--- config.mk ---
export PLATFORM = sky130hd
export DESIGN_NAME = mem_master
export DESIGN_NICKNAME = d
export VERILOG_FILES = /design/src/rtl/mem_pkg.sv /design/src/rtl/mem_addr_gen.sv /design/src/rtl/mem_master.sv
export SDC_FILE = /design/constraint.sdc
export NUM_CORES = 1
export LEC_CHECK = 0
export CORE_AREA = 2 2 79 81
export CTS_CLUSTER_SIZE = 28
export DETAILED_ROUTE_END_ITERATION = 8
export DIE_AREA = 0 0 81 83
export GPL_ROUTABILITY_DRIVEN = 0
export PLACE_DENSITY = 0.79
export SLEW_MARGIN = 40
export SYNTH_ARGS = -nofsm -noshare
export SYNTH_HDL_FRONTEND = slang
export SYNTH_SLANG_ARGS = --single-unit
--- constraint.sdc ---
create_clock -name CLK -period 2.45 [get_ports CLK]
set_input_delay 0.245 -clock CLK [delete_from_list [all_inputs] [get_ports CLK]]
set_output_delay 0.245 -clock CLK [all_outputs]
set_load 0.01 [all_outputs]
--- src/rtl/mem_pkg.sv ---
// Shared constants and FSM state type for the burst memory initiator.
package mem_pkg;

  localparam int unsigned ADDR_W    = 12;
  localparam int unsigned DATA_W    = 16;
  localparam int unsigned LEN_W     = 8;
  localparam int unsigned MEM_WORDS = 4096;

  typedef enum logic [2:0] {
    StIdle,
    StRdIssue,
    StRdData,
    StWr,
    StDone
  } mem_master_state_t;

endpackage

--- src/rtl/mem_addr_gen.sv ---
// Burst address/count tracker: loads the first address and length, steps per beat.
module mem_addr_gen
  import mem_pkg::*;
(
  input  logic              CLK,
  input  logic              RST_N,
  input  logic              load,
  input  logic              step,
  input  logic [ADDR_W-1:0] load_addr,
  input  logic [LEN_W-1:0]  load_len,
  output logic [ADDR_W-1:0] addr,
  output logic              last
);

  logic [ADDR_W-1:0] addr_q;
  logic [LEN_W-1:0]  cnt_q;

  always_ff @(posedge CLK or negedge RST_N) begin
    if (!RST_N) begin
      addr_q <= '0;
      cnt_q  <= '0;
    end else if (load) begin
      addr_q <= load_addr;
      cnt_q  <= load_len;
    end else if (step && (cnt_q != '0)) begin
      // Address wraps naturally modulo 2^ADDR_W.
      addr_q <= addr_q + 1'b1;
      cnt_q  <= cnt_q - 1'b1;
    end
  end

  assign addr = addr_q;
  assign last = (cnt_q == '0);

endmodule

--- src/rtl/mem_master.sv ---
// Burst initiator for the 4K x 16 RAM: sequences memSrc/memDes/AR/CB per beat.
// Define MEM_MASTER_WRAP_EN to let bursts wrap past the top address instead of erroring.
module mem_master
  import mem_pkg::*;
(
  input  logic              CLK,
  input  logic              RST_N,
  input  logic              req_valid,
  output logic              req_ready,
  input  logic              req_we,
  input  logic [ADDR_W-1:0] req_addr,
  input  logic [LEN_W-1:0]  req_len,
  input  logic              wr_valid,
  output logic              wr_ready,
  input  logic [DATA_W-1:0] wr_data,
  output logic              rd_valid,
  input  logic              rd_ready,
  output logic [DATA_W-1:0] rd_data,
  output logic              done,
  output logic              err,
  input  logic [DATA_W-1:0] memData,
  output logic              memSrc,
  output logic              memDes,
  output logic [ADDR_W-1:0] AR,
  output logic [DATA_W-1:0] CB
);

  mem_master_state_t state_q, state_d;
  logic              err_q, err_d;
  logic [DATA_W-1:0] rd_data_q;
  logic              ag_load, ag_step, last;
  logic [ADDR_W-1:0] addr_q;
  logic              overflow;

`ifdef MEM_MASTER_WRAP_EN
  assign overflow = 1'b0;
`else
  logic [ADDR_W:0] end_addr;
  assign end_addr = {1'b0, req_addr} + {{(ADDR_W + 1 - LEN_W){1'b0}}, req_len};
  assign overflow = (end_addr >= (ADDR_W + 1)'(MEM_WORDS));
`endif

  mem_addr_gen u_addr_gen (
    .CLK       (CLK),
    .RST_N     (RST_N),
    .load      (ag_load),
    .step      (ag_step),
    .load_addr (req_addr),
    .load_len  (req_len),
    .addr      (addr_q),
    .last      (last)
  );

  always_ff @(posedge CLK or negedge RST_N) begin
    if (!RST_N) begin
      state_q   <= StIdle;
      err_q     <= 1'b0;
      rd_data_q <= '0;
    end else begin
      state_q <= state_d;
      err_q   <= err_d;
      // RAM read is combinational on AR while memSrc is high.
      if (state_q == StRdIssue) rd_data_q <= memData;
    end
  end

  always_comb begin
    state_d   = state_q;
    err_d     = err_q;
    ag_load   = 1'b0;
    ag_step   = 1'b0;
    req_ready = 1'b0;
    wr_ready  = 1'b0;
    rd_valid  = 1'b0;
    done      = 1'b0;
    err       = 1'b0;
    memSrc    = 1'b0;
    memDes    = 1'b0;
    AR        = addr_q;
    CB        = '0;
    unique case (state_q)
      StIdle: begin
        req_ready = 1'b1;
        if (req_valid) begin
          ag_load = 1'b1;
          err_d   = overflow;
          if (overflow)    state_d = StDone;
          else if (req_we) state_d = StWr;
          else             state_d = StRdIssue;
        end
      end
      StRdIssue: begin
        memSrc  = 1'b1;
        state_d = StRdData;
      end
      StRdData: begin
        rd_valid = 1'b1;
        if (rd_ready) begin
          if (last) begin
            state_d = StDone;
          end else begin
            ag_step = 1'b1;
            state_d = StRdIssue;
          end
        end
      end
      StWr: begin
        wr_ready = 1'b1;
        memDes   = wr_valid;
        CB       = wr_data;
        if (wr_valid) begin
          if (last) state_d = StDone;
          else      ag_step = 1'b1;
        end
      end
      StDone: begin
        done    = 1'b1;
        err     = err_q;
        state_d = StIdle;
      end
      default: state_d = StIdle;
    endcase
  end

  assign rd_data = rd_data_q;

endmodule

## Word level (Yosys, flattened, before mapping)

Cells that the tools add are included.

| storage, ports and cells | value |
|---|---|
| flip-flop bits (word level) | 40 |
| input bits | 58 |
| output and inout port bits | 51 |
| word-level logic and storage cells | 50 |

| cells by class | value |
|---|---|
| add/sub/neg operators | 3 |
| magnitude comparators | 1 |
| equal/unequal tests | 8 |
| multiplexer cells | 26 |
| reductions and logical operators | 7 |

Operators with widths:

| kind | number |
|---|---|
| $mux W12 | 2 |
| $mux W3 | 6 |
| $mux W16 | 1 |
| $mux W8 | 2 |
| $add A12 B8 Y13 | 1 |
| $ge A13 B13 Y1 const B | 1 |
| $add A12 B1 Y12 const B | 1 |
| $mux W1 | 12 |
| $pmux W3 S4 | 1 |
| $logic_not A8 Y1 | 1 |
| $ne A2 B2 Y1 const B | 4 |
| $reduce_bool A8 Y1 | 1 |
| $sub A8 B1 Y8 const B | 1 |
| $eq A3 B2 Y1 const B | 2 |
| $reduce_and A4 Y1 | 1 |
| $eq A3 B1 Y1 const B | 1 |
| $eq A3 B3 Y1 const B | 1 |
| $logic_not A3 Y1 | 1 |
| $mux W2 | 1 |
| $pmux W1 S2 | 1 |
| $reduce_and A2 Y1 | 1 |
| $reduce_bool A2 Y1 | 1 |
| $logic_and A1 B1 Y1 | 1 |

## Depth between registers and ports, before layout

| logic depth | value |
|---|---|
| depth in word-level cells | 7 |
| mapped depth | 7 |
| gate-level depth less buffers | 7 |

## Cells and area by module

Synthesis repeated with hierarchy kept, for this count alone.

| unflattened totals | value |
|---|---|
| cell total of the unflattened synthesis | 240 |
| area, all modules | 2459.9 um^2 |

Modules (own cells, without submodules):

| module | instances | cells each | area each (um^2) |
|---|---|---|---|
| mem_master | 1 | 107 | 1253.7 |
| mem_addr_gen | 1 | 133 | 1206.2 |

## Worst setup path before layout

No wires, ideal clock.

| path | value |
|---|---|
| path kind | register -> register |
| start point | register state_q[1] |
| end point | register u_addr_gen.addr_q[11], in the netlist u_addr_gen.addr[11] |
| data arrival time | 1.662 ns |
| required time | 2.324 ns |
| slack | 0.662 ns |
| stages on the path, launching flop included | 7 |
| path buffers | 1 |
| path through | dfrtp_1 buf_2 nor3_1 nand2_1 o21ai_2 o21ai_0 a221o_1 |

| on the way | value |
|---|---|
| word-level cells in the longest chain between the ends | 4 |

Ends and longest elaborated chain:

| what | line | source |
|---|---|---|
| start: declaration | mem_master.sv:28 | `mem_master_state_t state_q, state_d;` |
| start signal: assignment | mem_master.sv:56 | `state_q <= StIdle;` |
| start signal: assignment | mem_master.sv:60 | `state_q <= state_d;` |
| $eq A3 B2 Y1 | mem_master.sv:81 | `unique case (state_q)` |
| $pmux W1 S2 | mem_master.sv:81 |  |
| $logic_and A1 B1 Y1 | mem_addr_gen.sv:25 | `end else if (step && (cnt_q != '0)) begin` |
| $reduce_bool A2 Y1 (no line) | n/a |  |
| end signal: assignment | mem_addr_gen.sv:23 | `addr_q <= load_addr;` |
| end signal: assignment | mem_addr_gen.sv:27 | `addr_q <= addr_q + 1'b1;` |
| end: declaration | mem_addr_gen.sv:15 | `logic [ADDR_W-1:0] addr_q;` |

Parallel ways exist; a longest one is shown, timed or not.
A chain may end at the register's enable or synchronous reset.

## Worst setup path in the final report

| path | value |
|---|---|
| start point | register state_q[1] |
| end point | output port CB[3] |

| on the way | value |
|---|---|
| word-level cells in the longest chain between the ends | 2 |

Ends and longest elaborated chain:

| what | line | source |
|---|---|---|
| $eq A3 B2 Y1 | mem_master.sv:81 |  |
| $mux W16 | mem_master.sv:81 |  |
| end: declaration | mem_master.sv:25 | `output logic [DATA_W-1:0] CB` |

Every way passes these cells.

==> results.md <==
- DR WL met3: about 700 um
- Share of the synthesized area in the top cell type: between 40% and 50%
- Number of flops mapped to enable cells by yosys: 0
- Static Leak: approximately 0.0014 uW
- Most frequent cell after synthesis: dfrtp_1
- Slew headroom: between 60% and 70%
- Count of cell types in the netlist: 47
- Worst skew pair latency: around 0.30 ns
- CP Launch Type: flip-flop
- DIE HEIGHT: between 80 and 90 um
- Iter 0 DRT Violations: 163
- Antenna violations before repair: 0
- Design area: between 3000 and 4000 um^2
- Top post-synthesis cells by area: dfrtp_1, mux2_2, ha_1
- DR top layer: met4
- Clock skew: between 0.005 and 0.006 ns
- Fin nets: just over 400
- Post-CTS Setup Bufs: 0
- Final Power: approximately 4000 uW
- Synth area leader: dfrtp_1
- Pre-CTS setup slack: 0.2606 ns
- Synth Register Bits: 40
- Max-cap violations: 0
- R2R Path End: u_addr_gen.addr[11]$_DFFE_PN0P_
- CTS tree: built
- Final WS setup: about 0.23 ns
- Routed met1 length: roughly 2700 um
- Mapped Nets: ~310
- Clock Sinks: 40
- Vias: about 2300
- Path depth of the worst reg2reg path: 6
- Routed Antenna Nets: 0
- Final Hold Fails: 0
- Diodes inserted: 0
- WP data arrival: approximately 2.0 ns
- Status: finished clean
- Fin crit period: between 2 and 2.5 ns
- Pwr/cell area: around 1100 nW/um^2
- Hold Path Class: primary input to asynchronous set/reset pin
- Fin. max-slew vios: 0
- Pre-antenna DRT Iters: 4
- Largest net degree at the start of global routing: slightly above 40
- Crit-path max FO: 19
- Fin crit share: roughly nine tenths
- Die footprint: around 6700 um^2
- Post-Route Setup TNS: 0 ns
- RSZ-0062 raised after global routing: no
- Post-DP Area: between 3000 and 4000 um^2
- Layout area overhead: 51.51%
- FF-to-FF setup slack: between 0.4 and 0.5 ns
- Synth Warn #: 0
- Total Routing Usage GR: approximately a fifth
- CP required: roughly 2.2 ns
- Peak supply drop: 0.0006210 V
- Min Hold Slack: between 0.4 and 0.5 ns
- Commonest cells post-synth: dfrtp_1, and2_1, nand2_1, mux2_2, o21ai_0
- Global-route wire length before repair: approximately 11000 um
- Detailed placer's ending HPWL: approximately 5300 um
- Least-Margin Pin Slew: 0.5443 ns
- Starting Density: 41.44%
- Ys async rst share: 100.0%
- Wirelength per Cell: between 15 and 20 um
- # IOs: about 110
- Vias per Instance: 5.462
- TritonCTS buffer count: 5
- Core area: between 5000 and 6000 um^2
- Setup CP Type: flip-flop to primary output
- Total global routing overflow: 0
- Synth Cell Area: roughly 2400 um^2
- Root Buffer: clkbuf_8
- Clock buffer depth: 2
- Met2 WL: 3371 um
- Clock slew at reported path FFs: about 0.08 ns
- Synthesized area per cell: between 10 and 15 um^2
- Std cell rows: 28
- Wirelength, routed: 6858 um
- Final setup violation count: 0
- H-tree lvl count: 2
- Seq/Total Area, Yosys: ~42%
- R2r startpoint: u_addr_gen.cnt_q[0]$_DFFE_PN0P_
- Share of cells above drive strength 1: 13.26%
- Die X: about 80 um
- Vias in the first global route: between 2000 and 2500
- I/O Buffers: 108
- # DRC: 0
- Highest clock rate: between 0.4 and 0.5 GHz
- CP Capture Type: primary output
- Post-Syn Instances: about 240
- Ys flop type: dfrtp_1
## critical path, stage by stage, from the launching register on
cell             delay [ns]
dfrtp_1                0.54
and3b_2                0.41
and2_1                 0.18
clkdlybuf4s50_1        0.53
## flip-flops by register name, summed over array words and instances (netlist names)
signal,cells
err_q,1
rd_data,16
state_q,3
u_addr_gen.addr,12
u_addr_gen.cnt_q,8
## per-stage QoR
| step | util, % | instances |
|---|---|---|
| 5_1_grt | 62.78 | 422 |
| 6_report | 62.78 | 422 |
| 3_3_place_gp | 60.95 | 413 |
| 3_5_place_dp | 60.99 | 413 |
| 4_1_cts | 62.76 | 422 |
| 2_1_floorplan | - | 237 |
## report_power, final
group	switching (uW)	internal [uW]	leakage, uW
logic	977	1230	0.000916
registers	324	973	0.000482
clock network	240	225	0.0000510
## layout by cell type, fill, tap and decap left out, types with 5 or more instances in the layout
cell / netlist / final
a21oi_1: 11 / 11
a221o_1: 6 / 6
and2_1: 19 / 19
buf_4: 1 / 5
clkbuf_8: 0 / 6
clkdlybuf4s50_1: 0 / 107
dfrtp_1: 40 / 40
ha_1: 10 / 10
inv_1: 8 / 8
mux2_2: 16 / 16
nand2_1: 17 / 17
nand3_1: 8 / 8
nand4_1: 5 / 5
nor2_1: 13 / 13
nor3_1: 8 / 8
o21ai_0: 14 / 14
o21ai_1: 5 / 5
## worst max-delay path by stage
stage                           startpoint                               to  slack, ns  depth (start not counted)
floorplan           state_q[1]$_DFFE_PN0P_  u_addr_gen.addr[11]$_DFFE_PN0P_       0.66                          6
global placement               req_addr[0]           state_q[0]$_DFFE_PN0P_       0.37                          8
detailed placement             req_addr[0]           state_q[0]$_DFFE_PN0P_       0.26                          8
CTS                 state_q[1]$_DFFE_PN0P_                            CB[3]       0.04                          3
global route        state_q[1]$_DFFE_PN0P_                            CB[4]       0.10                          3
finish              state_q[1]$_DFFE_PN0P_                            CB[3]       0.23                          3
## routing by layer
metal  track usage (%)  vias up
li1                  -     1085
met3             5.761        9
met5                 0        -
met2             36.51      109
met1             25.19     1102
met4             5.547        0
## cells by family after synthesis
family	count (synthesis)	share of synthesized area, %
adder cells (fa/ha/maj)	11	6.023
buffers and inverters	19	4.153
AO/OA/AOI/OAI	54	15.16
AND/OR/NAND/NOR	92	23.52
flip-flops	40	41.54
multiplexers	18	8.515
XOR/XNOR	3	1.091
## area by class of cell
class                      instances  area, um^2
clock buffer                       6       82.58
tap                               75       93.84
sequential                        40        1001
multi-input combinational        178        1315
fill                             496        2165
clock inverter                     2       10.01
inverter                           8       30.03
timing repair buffer             113        1119
## timing repair
action,in CTS,in global routing
setup endpoints to repair,0,17
hold buffers,1,0
gates resized for setup,0,1
hold endpoints to repair,40,0
Power figures use the tool's default switching activity.
